--- config.mk ---
export PLATFORM = sky130hd
export DESIGN_NAME = seq_alu
export DESIGN_NICKNAME = d
export VERILOG_FILES = /design/src/rtl/alu_pkg.sv /design/src/rtl/seq_alu_muldiv.sv /design/src/rtl/seq_alu.sv
export SDC_FILE = /design/constraint.sdc
export NUM_CORES = 1
export LEC_CHECK = 0
export BUFFER_PORTS_ARGS = -buffer_cell sky130_fd_sc_hd__buf_2
export CAP_MARGIN = 40
export CORE_UTILIZATION = 50
export DETAILED_ROUTE_END_ITERATION = 7
export PLACE_DENSITY = 0.76
export SLEW_MARGIN = 20
export SYNTH_ARGS = -nofsm -noshare
export SYNTH_HDL_FRONTEND = slang
export SYNTH_SLANG_ARGS = --single-unit
--- constraint.sdc ---
create_clock -name clk -period 6.4 [get_ports clk]
set_input_delay 1.28 -clock clk [delete_from_list [all_inputs] [get_ports clk]]
set_output_delay 1.28 -clock clk [all_outputs]
set_load 0.005 [all_outputs]
--- src/rtl/alu_pkg.sv ---
`default_nettype none
// ============================================================================
// Module      : alu_pkg
// Description : Opcodes, FSM state encoding and helpers shared by the
//               sequential ALU and the control-unit decoder.
// Revision    : 1.0 - initial release
// ============================================================================
package alu_pkg;

    localparam logic [2:0] ALU_AND  = 3'b000;
    localparam logic [2:0] ALU_OR   = 3'b001;
    localparam logic [2:0] ALU_ADD  = 3'b010;
    localparam logic [2:0] ALU_DIVU = 3'b011;
    localparam logic [2:0] ALU_REMU = 3'b100;
    localparam logic [2:0] ALU_MUL  = 3'b101;
    localparam logic [2:0] ALU_SUB  = 3'b110;
    localparam logic [2:0] ALU_SLT  = 3'b111;

    typedef enum logic [1:0] {
        ST_IDLE = 2'd0,
        ST_CALC = 2'd1,
        ST_DONE = 2'd2
    } alu_state_t;

    // Operation select for the iterative datapath
    localparam logic [1:0] MD_MUL = 2'd0;
    localparam logic [1:0] MD_DIV = 2'd1;
    localparam logic [1:0] MD_REM = 2'd2;

    function automatic logic is_iterative(input logic [2:0] op);
        return (op == ALU_MUL) || (op == ALU_DIVU) || (op == ALU_REMU);
    endfunction

    function automatic logic [1:0] md_op_of(input logic [2:0] op);
        case (op)
            ALU_DIVU: return MD_DIV;
            ALU_REMU: return MD_REM;
            default:  return MD_MUL;
        endcase
    endfunction

endpackage
`default_nettype wire

--- src/rtl/seq_alu_muldiv.sv ---
`default_nettype none
// ============================================================================
// Module      : seq_alu_muldiv
// Description : Iterative unsigned multiply (shift-add, LSB first) and
//               restoring divide/remainder (MSB first), one step per cycle.
// Revision    : 1.0 - initial release
// ============================================================================
module seq_alu_muldiv
    import alu_pkg::*;
#(
    parameter int WIDTH = 32,
    parameter int CNT_W = $clog2(WIDTH) + 1
) (
    input  logic             clk,
    input  logic             rst,
    input  logic             start,
    input  logic [1:0]       op,
    input  logic [WIDTH-1:0] a,
    input  logic [WIDTH-1:0] b,
    output logic             busy,
    output logic             done,
    output logic [WIDTH-1:0] result
);

    localparam logic [CNT_W-1:0] C_ITER = CNT_W'(WIDTH);

    // r_acc: partial product (MUL) or partial remainder (DIV/REM)
    // r_q  : remaining multiplier bits (MUL) or dividend->quotient (DIV/REM)
    // r_d  : shifting multiplicand (MUL) or divisor (DIV/REM)
    logic [WIDTH:0]   r_acc;
    logic [WIDTH-1:0] r_q;
    logic [WIDTH-1:0] r_d;
    logic [1:0]       r_op;
    logic [CNT_W-1:0] r_cnt;
    logic             r_active;

    logic [WIDTH:0]   w_acc_nxt;
    logic [WIDTH-1:0] w_q_nxt;
    logic [WIDTH-1:0] w_d_nxt;
    logic [WIDTH:0]   w_shift;
    logic [WIDTH:0]   w_diff;
    logic [WIDTH-1:0] w_res;
    logic             w_last;

    always_comb begin
        w_acc_nxt = r_acc;
        w_q_nxt   = r_q;
        w_d_nxt   = r_d;
        w_shift   = {r_acc[WIDTH-1:0], r_q[WIDTH-1]};
        w_diff    = w_shift - {1'b0, r_d};
        if (r_op == MD_MUL) begin
            w_acc_nxt = {1'b0, r_acc[WIDTH-1:0] + (r_q[0] ? r_d : '0)};
            w_d_nxt   = r_d << 1;
            w_q_nxt   = r_q >> 1;
        end else if (!w_diff[WIDTH]) begin
            w_acc_nxt = w_diff;
            w_q_nxt   = {r_q[WIDTH-2:0], 1'b1};
        end else begin
            w_acc_nxt = w_shift;
            w_q_nxt   = {r_q[WIDTH-2:0], 1'b0};
        end
    end

    always_comb begin
        w_res = w_acc_nxt[WIDTH-1:0];
        if (r_op == MD_DIV) begin
            w_res = w_q_nxt;
        end
    end

    // The final step's result is handed to the top combinationally so the
    // top can register it on the same edge the counter expires.
    assign w_last = r_active && (r_cnt == CNT_W'(1));
    assign done   = w_last;
    assign result = w_res;
    assign busy   = r_active;

    always_ff @(posedge clk or posedge rst) begin
        if (rst) begin
            r_acc    <= '0;
            r_q      <= '0;
            r_d      <= '0;
            r_op     <= MD_MUL;
            r_cnt    <= '0;
            r_active <= 1'b0;
        end else if (start) begin
            r_acc    <= '0;
            r_q      <= (op == MD_MUL) ? b : a;
            r_d      <= (op == MD_MUL) ? a : b;
            r_op     <= op;
            r_cnt    <= C_ITER;
            r_active <= 1'b1;
        end else if (r_active) begin
            r_acc <= w_acc_nxt;
            r_q   <= w_q_nxt;
            r_d   <= w_d_nxt;
            r_cnt <= r_cnt - CNT_W'(1);
            if (w_last) begin
                r_active <= 1'b0;
            end
        end
    end

endmodule
`default_nettype wire

--- src/rtl/seq_alu.sv ---
`default_nettype none
// ============================================================================
// Module      : seq_alu
// Description : Multi-cycle ALU with valid/ready handshakes; simple ops in one
//               cycle, MUL/DIVU/REMU iteratively. Option: SEQ_ALU_OVF_EN.
// Revision    : 1.0 - initial release
// ============================================================================
module seq_alu
    import alu_pkg::*;
#(
    parameter int WIDTH = 32,
    parameter int CNT_W = $clog2(WIDTH) + 1
) (
    input  logic             clk,
    input  logic             rst,
    input  logic             in_valid,
    output logic             in_ready,
    input  logic [WIDTH-1:0] in_a,
    input  logic [WIDTH-1:0] in_b,
    input  logic [2:0]       alu_control,
    output logic             out_valid,
    input  logic             out_ready,
    output logic [WIDTH-1:0] alu_result,
    output logic             zero_flag,
    output logic             busy
`ifdef SEQ_ALU_OVF_EN
    ,
    output logic             overflow_flag
`endif
);

    alu_state_t       r_state;
    logic             r_in_ready;
    logic             r_out_valid;
    logic [WIDTH-1:0] r_result;
    logic             r_zero;

    logic             w_accept;
    logic             w_md_start;
    logic             w_md_busy;
    logic             w_md_done;
    logic [WIDTH-1:0] w_md_result;
    logic [WIDTH-1:0] w_sum;
    logic [WIDTH-1:0] w_dif;
    logic [WIDTH-1:0] w_simple;

    // in_ready is only ever set while in IDLE, so it alone gates acceptance
    assign w_accept   = in_valid && r_in_ready;
    assign w_md_start = w_accept && is_iterative(alu_control);

    assign w_sum = in_a + in_b;
    assign w_dif = in_a - in_b;

    always_comb begin
        w_simple = '0;
        case (alu_control)
            ALU_AND: w_simple = in_a & in_b;
            ALU_OR:  w_simple = in_a | in_b;
            ALU_ADD: w_simple = w_sum;
            ALU_SUB: w_simple = w_dif;
            ALU_SLT: w_simple = {{(WIDTH-1){1'b0}}, (in_a < in_b)};
            default: w_simple = '0;
        endcase
    end

`ifdef SEQ_ALU_OVF_EN
    logic r_ovf;
    logic w_simple_ovf;

    always_comb begin
        w_simple_ovf = 1'b0;
        if (alu_control == ALU_ADD) begin
            w_simple_ovf = (in_a[WIDTH-1] == in_b[WIDTH-1]) && (w_sum[WIDTH-1] != in_a[WIDTH-1]);
        end else if (alu_control == ALU_SUB) begin
            w_simple_ovf = (in_a[WIDTH-1] != in_b[WIDTH-1]) && (w_dif[WIDTH-1] != in_a[WIDTH-1]);
        end
    end

    always_ff @(posedge clk or posedge rst) begin
        if (rst) begin
            r_ovf <= 1'b0;
        end else if (r_state == ST_IDLE && w_accept) begin
            r_ovf <= is_iterative(alu_control) ? 1'b0 : w_simple_ovf;
        end
    end

    assign overflow_flag = r_ovf;
`endif

    seq_alu_muldiv #(
        .WIDTH (WIDTH),
        .CNT_W (CNT_W)
    ) u_muldiv (
        .clk    (clk),
        .rst    (rst),
        .start  (w_md_start),
        .op     (md_op_of(alu_control)),
        .a      (in_a),
        .b      (in_b),
        .busy   (w_md_busy),
        .done   (w_md_done),
        .result (w_md_result)
    );

    always_ff @(posedge clk or posedge rst) begin
        if (rst) begin
            r_state     <= ST_IDLE;
            r_in_ready  <= 1'b1;
            r_out_valid <= 1'b0;
            r_result    <= '0;
            r_zero      <= 1'b1;
        end else begin
            case (r_state)
                ST_IDLE: begin
                    if (w_accept) begin
                        r_in_ready <= 1'b0;
                        if (is_iterative(alu_control)) begin
                            r_state <= ST_CALC;
                        end else begin
                            r_state     <= ST_DONE;
                            r_out_valid <= 1'b1;
                            r_result    <= w_simple;
                            r_zero      <= (w_simple == '0);
                        end
                    end
                end
                ST_CALC: begin
                    if (w_md_done) begin
                        r_state     <= ST_DONE;
                        r_out_valid <= 1'b1;
                        r_result    <= w_md_result;
                        r_zero      <= (w_md_result == '0);
                    end
                end
                ST_DONE: begin
                    if (out_ready) begin
                        r_state     <= ST_IDLE;
                        r_out_valid <= 1'b0;
                        r_in_ready  <= 1'b1;
                    end
                end
                default: begin
                    r_state     <= ST_IDLE;
                    r_out_valid <= 1'b0;
                    r_in_ready  <= 1'b1;
                end
            endcase
        end
    end

    assign in_ready   = r_in_ready;
    assign out_valid  = r_out_valid;
    assign alu_result = r_result;
    assign zero_flag  = r_zero;
    assign busy       = w_md_busy;

endmodule
`default_nettype wire

==> results of run 1 <==
==> routing by layer <==
layer,track usage,up-vias,share of wire
met4,0.0983,0,0.026
met5,0,-,0
li1,-,8885,-
met3,0.0523,112,0.087
met2,0.538,983,0.43
met1,0.525,9181,0.45
==> tightest hold or removal path, stage by stage (launching register included) <==
cell,delay (ns)
dfrtp_1,0.34
nand2_1,0.04
o21ai_0,0.06
==> metrics by stage <==
stage               total power, mW  worst slack (ns)  instance area (um2)  hold WS (ns)
floorplan                      5.49              1.31                18000         0.471
CTS                            8.12              1.06                19500         0.481
finish                         8.31             0.881                19500         0.480
global placement               6.96             0.622                18800         0.460
detailed placement             7.07             0.609                18900         0.466
global route                   8.90             0.843                19500         0.521
==> layout by cell type, fill, tap and decap left out, types with 70 or more instances in the layout <==
master    count
dfrtp_1     138
mux2i_1     120
nand2_1     273
buf_2       106
o211ai_1     70
inv_1       165
a21oi_1     227
ha_1        173
o21ai_0     219
nor2_1      202
==> state kept, by name, summed over array words and instances (netlist names) <==
register        flops
alu_result         32
in_ready            1
out_valid           1
r_state             2
u_muldiv.busy       1
u_muldiv.r_acc     32
u_muldiv.r_cnt      6
u_muldiv.r_d       32
u_muldiv.r_op       2
u_muldiv.r_q       32
zero_flag           1
==> logic make-up after synthesis <==
kind of cell             synth area share
AO/OA/AOI/OAI                       0.290
XOR/XNOR                           0.0375
adder cells (fa/ha/maj)             0.125
buffers and inverters              0.0689
flip-flops                          0.198
multiplexers                       0.0757
AND/OR/NAND/NOR                     0.206
==> cell type report <==
class / instances / area, um2
fill: 3375 / 16000
multi-input combinational: 1999 / 13300
sequential: 142 / 3560
timing repair buffer: 144 / 848
inverter: 169 / 639
tap: 461 / 577
clock buffer: 21 / 470
clock inverter: 10 / 114
==> worst paths after layout <==
| check | from | depth (start not counted) | end |
|---|---|---|---|
| setup reg to reg | u_muldiv.r_q[31] | 17 | zero_flag |
| max in group asynchronous | rst | 4 | u_muldiv.busy |
| min in group asynchronous | rst | 2 | u_muldiv.r_acc[5] |
| hold / removal | alu_result[10] | 2 | alu_result[10] |
| hold reg to reg | alu_result[10] | 2 | alu_result[10] |
| setup / recovery | u_muldiv.r_q[31] | 17 | zero_flag |
==> where the power goes <==
part	internal, mW	switching, mW
clock network	0.601	0.414
registers	1.22	0.471
logic	2.12	3.47
total	3.95	4.36
==> impl_metrics.ini, run 1 <==
[job]
maxCapViolCount = 0

[layout]
drive_gt1_frac = 0.0946
n_antenna_cell = 0
area_delta_synth_final_pct = 8.17
final_cell_count_no_fill = 2946
utilization = 0.549
nNetsFinal = 2721

[clock_tree]
cts.sinks = 142
cts_tree = yes
clk_pin_slew_worst_paths_ns = 0.07
postCtsSetupBuffers = 0
hold_buffers = 0
ctsRootBufferMaster = clkbuf_16
htreeDepth = 4
clockBufferDepth = 2
cts_inserted_buffers = 17
clock_latency_ns = 0.44
post_cts_resized = 0

[drt]
drcViolationCount = 0
dr.pass1.iters = 6
via_per_inst = 6.50
detail_route.wirelength_um = 66000
wl_per_cell_um = 22.4
ant_nets = 0
num_vias = 19200
drt_iter0_drc = 2530

[synth]
yosysTopAreaCell = dfrtp_1
synth-seq-cells = 142
avgSynthCellArea_um2 = 7.30
synthCells = 2466
netlist_area_um2 = 18000
yosysTopAreaCellShare = 0.195
syn_nets = 2714
synth_most_common_cell = nand2_1
ys_warn_count = 0
synth-seq-area-share = 0.198
synthTopCellsByArea = dfrtp_1 (19%), ha_1 (12%), mux2i_1 (6.7%)
synthDistinctLibCells = 93
synth_ff_type = dfrtp_1
async_flop_share = 1.00
synth_common_cells = nand2_1 (274), a21oi_1 (228), o21ai_0 (221)
synth_edf_count = 0

[grt]
grt_first_pass_wirelength_um = 101000
grt_pass1_vias = 17600
track_usage = 0.357
grt_start_max_net_pins = 139
antenna_found_initial = 0
grt.overflow.total = 0

[sta]
slew_violations = 0
hold_violations = 0
finalCritPeriodShare = 0.862
fmax_mhz = 181
tns_ns = 0
worst_pin_slew_ns = 0.912
relSlewSlack = 0.376
min_period_ns = 5.52
fin_worst_skew_ns = 0.00985
rsz0062_at_grt = no
finalSetupViolations = 0

[power_and_ir_drop]
total_leakage_power_nw = 9.00
power_density_nw_per_um2 = 427
ir_drop_mv = 0.241

[place]
gp_congestion = 0.987
io_buffer_count = 106
dp_hpwl_um = 50900
dp.cells = 2915

[setup_path]
cp_common_cell = o21ai_0
path_max_fanout = 14
required_ns = 6.76
cp_top_family = compound AO/OA/AOI/OAI gates
path_class = flip-flop to flip-flop
crit_chain = inv_1 > ha_1 > fa_1 > nand2b_1 > a21oi_1 > o21ai_0 > buf_4 > a211oi_4 > nor3_2 > nor2_4 > buf_4 > mux2_2 > o21ai_0 > o21ai_0 > nor4_1 > nand4_1 > o211ai_2
cp-start-kind = flip-flop
r2r_slack_ns = 0.88
worst-path-buf-inv = 3
max_stage_delay_ns = 0.48
cp_slowest_cell = dfrtp_1
end_kind = flip-flop
cp.arrival_ns = 5.88

[floorplan]
start_util = 0.507
ioPinCount = 107
die_area_um2 = 36800
fp.dieH_um = 192
rows = 69
core_area_um2 = 35500
fp.dieW_um = 192

[hold_path]
hold_path.class = flip-flop to flip-flop

[status]
status = finished clean
No activity file was read; power rests on OpenSTA's default activity.
==> run 2, diff against run 1 <==
--- a/config.mk
+++ b/config.mk
@@ -8,6 +8,7 @@
 export BUFFER_PORTS_ARGS = -buffer_cell sky130_fd_sc_hd__buf_2
 export CAP_MARGIN = 40
 export CORE_UTILIZATION = 50
+export CTS_BUF_LIST = sky130_fd_sc_hd__clkbuf_16
 export DETAILED_ROUTE_END_ITERATION = 7
 export PLACE_DENSITY = 0.76
 export SLEW_MARGIN = 20
==> impl_metrics.ini, run 2 (synthesis gave the netlist of run 1 again) <==
[floorplan]
start_util = 0.507
ioPinCount = 107
fp.dieW_um = 192
rows = 69
core_area_um2 = 35500
die_area_um2 = 36800
fp.dieH_um = 192

[hold_path]
hold_path.class = flip-flop to flip-flop
min_to = alu_result[10]
hold_depth = 2
hold_start = alu_result[10]

[drt]
via_per_inst = 6.51
drt_iter0_drc = 2263
detail_route.wirelength_um = 65900
ant_nets = 0
num_vias = 19200
dr.pass1.iters = 5
wl_per_cell_um = 22.4
drcViolationCount = 0

[setup_path]
max_stage_delay_ns = 0.46
cp_top_family = compound AO/OA/AOI/OAI gates
cp-startpoint = u_muldiv.r_q[31]
crit_chain = inv_1 > ha_1 > fa_1 > nand2b_1 > a21oi_1 > o21ai_0 > buf_4 > a211oi_4 > nor3_2 > nor2_4 > buf_4 > mux2_2 > o21ai_0 > o21ai_0 > nor4_1 > nand4_1 > o211ai_2
reg2reg_to = zero_flag
ff2ff_path_depth = 17
path_class = flip-flop to flip-flop
cp-start-kind = flip-flop
cp_slowest_cell = dfrtp_1
cp.arrival_ns = 5.81
path_max_fanout = 14
r2r_slack_ns = 0.95
required_ns = 6.76
worst-path-buf-inv = 3
r2r_start = u_muldiv.r_q[31]
end_kind = flip-flop
cp_common_cell = o21ai_0

[place]
dp_hpwl_um = 50900
dpl_cell_area_um2 = 18900
gp_congestion = 0.987
io_buffer_count = 106

[sta]
rsz0062_at_grt = no
hold_violations = 0
tns_ns = 0
finalCritPeriodShare = 0.851
fmax_mhz = 184
relSlewSlack = 0.379
finalSetupViolations = 0
worst_pin_slew_ns = 0.907
fin_worst_skew_ns = 0.0100
slew_violations = 0
min_period_ns = 5.45

[grt]
grt_pass1_vias = 17600
grt_first_pass_wirelength_um = 101000
track_usage = 0.357
grt.overflow.total = 0
grt_start_max_net_pins = 139
antenna_found_initial = 0

[job]
maxCapViolCount = 0

[layout]
drive_gt1_frac = 0.0934
layout_common_cells = nand2_1 (273), a21oi_1 (227), o21ai_0 (219), nor2_1 (202), ha_1 (173)
nNetsFinal = 2721
final_area_um2 = 19400
utilization = 0.548
final_common_cell = nand2_1
area_delta_synth_final_pct = 8.00
n_antenna_cell = 0

[clock_tree]
cts.sinks = 142
cts_tree = yes
clk_pin_slew_worst_paths_ns = 0.07
ctsRootBufferMaster = clkbuf_16
htreeDepth = 4
hold_buffers = 0
clockBufferDepth = 2
cts_inserted_buffers = 17
clock_latency_ns = 0.44
post_cts_resized = 0
postCtsSetupBuffers = 0

[power_and_ir_drop]
ir_drop_mv = 0.241
power_density_nw_per_um2 = 426
total_leakage_power_nw = 8.99

[status]
status = finished clean
==> run 2: worst max path at each step <==
stage | end | slack (ns) | cells after the start
after floorplan | alu_result[0] | 1.31 | 1
after global placement | zero_flag | 0.62 | 15
after detailed placement | zero_flag | 0.61 | 15
after CTS | zero_flag | 1.06 | 15
after global routing | zero_flag | 0.84 | 15
final | zero_flag | 0.95 | 17
==> run 2: worst register-to-register path, stage by stage (launching register included) <==
cell	delay (ns)
dfrtp_1	0.46
inv_1	0.19
ha_1	0.26
fa_1	0.43
nand2b_1	0.20
a21oi_1	0.31
o21ai_0	0.18
buf_4	0.19
a211oi_4	0.37
nor3_2	0.12
nor2_4	0.44
buf_4	0.30
mux2_2	0.35
o21ai_0	0.41
o21ai_0	0.43
nor4_1	0.34
nand4_1	0.19
o211ai_2	0.20
==> run 2: routing by layer <==
metal  global-route usage  routed length, um
met4                0.106               1930
met5                    0                  0
met1                0.525              29600
met3               0.0526               6120
met2                0.534              28200
==> run 2: layout make-up <==
cell class	count	area (um2)
Tap cell	461	577
Sequential cell	142	3560
Fill cell	3385	16000
Clock inverter	14	129
Multi-Input combinational cell	1999	13300
Inverter	169	639
Clock buffer	17	425
Timing Repair Buffer	144	848
==> run 2: where the power goes <==
part	internal (mW)	switching, mW
Clock	0.563	0.413
Combinational	2.12	3.48
Sequential	1.22	0.474
Total	3.91	4.36
==> run 2: through the flow <==
step	total power, mW	hold slack [ns]	worst slack [ns]	instances
6_report	8.27	0.479	0.951	2946
5_1_grt	8.86	0.521	0.843	2946
4_1_cts	8.09	0.481	1.06	2946
3_5_place_dp	7.07	0.466	0.609	2915
3_3_place_gp	6.96	0.460	0.622	2910
2_1_floorplan	5.49	0.471	1.31	2466
==> run 3, diff against run 2 <==
--- a/config.mk
+++ b/config.mk
@@ -10,7 +10,7 @@
 export CORE_UTILIZATION = 50
 export CTS_BUF_LIST = sky130_fd_sc_hd__clkbuf_16
 export DETAILED_ROUTE_END_ITERATION = 7
-export PLACE_DENSITY = 0.76
+export PLACE_DENSITY = 0.74
 export SLEW_MARGIN = 20
 export SYNTH_ARGS = -nofsm -noshare
 export SYNTH_HDL_FRONTEND = slang
==> impl_metrics.ini, run 3 (synthesis gave the netlist of run 1 again) <==
[grt]
grt_pass1_vias = 17400
antenna_found_initial = 2
track_usage = 0.354
grt.overflow.total = 0
grt_first_pass_wirelength_um = 100000
grt_start_max_net_pins = 139

[sta]
rsz0062_at_grt = no
finalCritPeriodShare = 0.825
fin_worst_skew_ns = 0.0117
min_period_ns = 5.28
hold_violations = 0
relSlewSlack = 0.426
worst_pin_slew_ns = 0.851
slew_violations = 0
fmax_mhz = 189
holdWs_ns = 0.481
finalSetupViolations = 0
tns_ns = 0

[clock_tree]
hold_buffers = 0
cts_tree = yes
cts.sinks = 142
clk_pin_slew_worst_paths_ns = 0.06
clock_latency_ns = 0.44
htreeDepth = 4
cts_inserted_buffers = 17
postCtsSetupBuffers = 0
ctsRootBufferMaster = clkbuf_16
post_cts_resized = 0
clockBufferDepth = 2

[place]
dp_hpwl_um = 50800
gp_congestion = 0.991
io_buffer_count = 106

[layout]
n_antenna_cell = 0
layout_common_cells = nand2_1 (273), a21oi_1 (227), o21ai_0 (219), nor2_1 (202), ha_1 (173)
final_common_cell = nand2_1
nNetsFinal = 2720
fillers = 3403
drive_gt1_frac = 0.0926
area_delta_synth_final_pct = 8.19

[drt]
maxUsedRoutingLayer = met5
route.met2.wl_um = 28500
wl_met3_um = 5940
dr.pass1.iters = 8
num_vias = 19000
detail_route.wirelength_um = 65900
drt_iter0_drc = 2447
drcViolationCount = 0
via_per_inst = 6.47
ant_nets = 0
wl_per_cell_um = 22.4
drt-met1-wl_um = 30000

[floorplan]
core_area_um2 = 35500
die_area_um2 = 36800
start_util = 0.507
rows = 69
fp.dieH_um = 192
ioPinCount = 107
fp.dieW_um = 192

[power_and_ir_drop]
ir_drop_mv = 0.201
p_comb_frac = 0.667
power.switching_mw = 4.31
p_seq_frac = 0.203
p_int_mw = 3.98
total_leakage_power_nw = 9.01
clkPwrFrac = 0.130
netSwitchingFraction = 0.520
power_density_nw_per_um2 = 426

[setup_path]
reg2reg_to = zero_flag
end_kind = flip-flop
required_ns = 6.76
max_stage_delay_ns = 0.55
cp-startpoint = in_a[7]
cp.arrival_ns = 5.64
r2r_slack_ns = 1.26
path_class = input pin to flip-flop
cp_slowest_cell = or4b_1
crit_chain = buf_2 > inv_1 > ha_1 > a21oi_1 > o32ai_1 > o21ai_0 > or4b_1 > a311oi_1 > o22ai_1 > o21ai_0 > or4b_1 > or4_1 > nor4_1 > nand4_1 > o211ai_2
r2r_start = u_muldiv.r_q[31]
path_max_fanout = 13
cp-start-kind = input pin
ff2ff_path_depth = 17

[status]
status = finished clean

[hold_path]
hold_path.class = flip-flop to flip-flop
hold_start = alu_result[26]
hold_depth = 2
min_to = alu_result[26]

[job]
maxCapViolCount = 0
==> run 3: cell types whose count changed in the layout (fill, tap and decap cells not counted) <==
cell / change
clkinvlp_4: -3
bufinv_16: +2
clkinv_2: -2
clkinv_4: +2
buf_12: +1
buf_16: -1
buf_4: -1
clkinv_1: +1
==> run 3: critical path, delay by kind of cell <==
family	cells	cell delay (ns)
AOI/OAI and AO/OA	7	1.85
buffers and inverters	2	0.20
adders and majority gates	1	0.48
and+or+nand+nor	5	1.83
==> run 3: worst max-delay path by stage <==
stage                     to  slack [ns]  cells after the start
2_1_floorplan  alu_result[0]        1.31                      1
6_report           zero_flag        1.12                     15
4_1_cts            zero_flag        1.24                     15
5_1_grt            zero_flag        0.91                     15
3_5_place_dp       zero_flag        0.81                     15
3_3_place_gp       zero_flag        0.87                     15
==> run 3: area by class of cell <==
type / instances / area [um2] / area share
Timing Repair Buffer: 143 / 833 / 0.0428
Multi-Input combinational cell: 1999 / 13300 / 0.681
Sequential cell: 142 / 3560 / 0.183
Inverter: 169 / 639 / 0.0328
Clock buffer: 17 / 425 / 0.0218
Clock inverter: 14 / 178 / 0.00913
Tap cell: 461 / 577 / 0.0296
==> run 3: power groups by stage <==
stage | Combinational [mW] | Sequential [mW] | Clock [mW]
2_1_floorplan | 4.03 | 1.47 | 0
3_3_place_gp | 5.21 | 1.68 | 0
3_5_place_dp | 5.32 | 1.67 | 0
4_1_cts | 5.37 | 1.66 | 1.08
5_1_grt | 6.05 | 1.71 | 1.11
6_report | 5.53 | 1.68 | 1.08
==> run 3: metrics by stage <==
step | area [um2] | setup slack (ns) | std cells | total power, mW | util
floorplan | 18000 | 1.31 | 2466 | 5.49 | -
global placement | 18800 | 0.866 | 2910 | 6.89 | 0.531
detailed placement | 18800 | 0.810 | 2913 | 7.00 | 0.531
CTS | 19400 | 1.24 | 2944 | 8.11 | 0.548
global route | 19500 | 0.915 | 2945 | 8.88 | 0.549
finish | 19500 | 1.12 | 2945 | 8.30 | 0.549
==> run 3: layer usage <==
metal  GRT usage  vias to the layer above
met2       0.534                      959
met4      0.0958                        4
met5           0                        -
met1       0.524                     9109
met3      0.0482                       98
li1            -                     8878
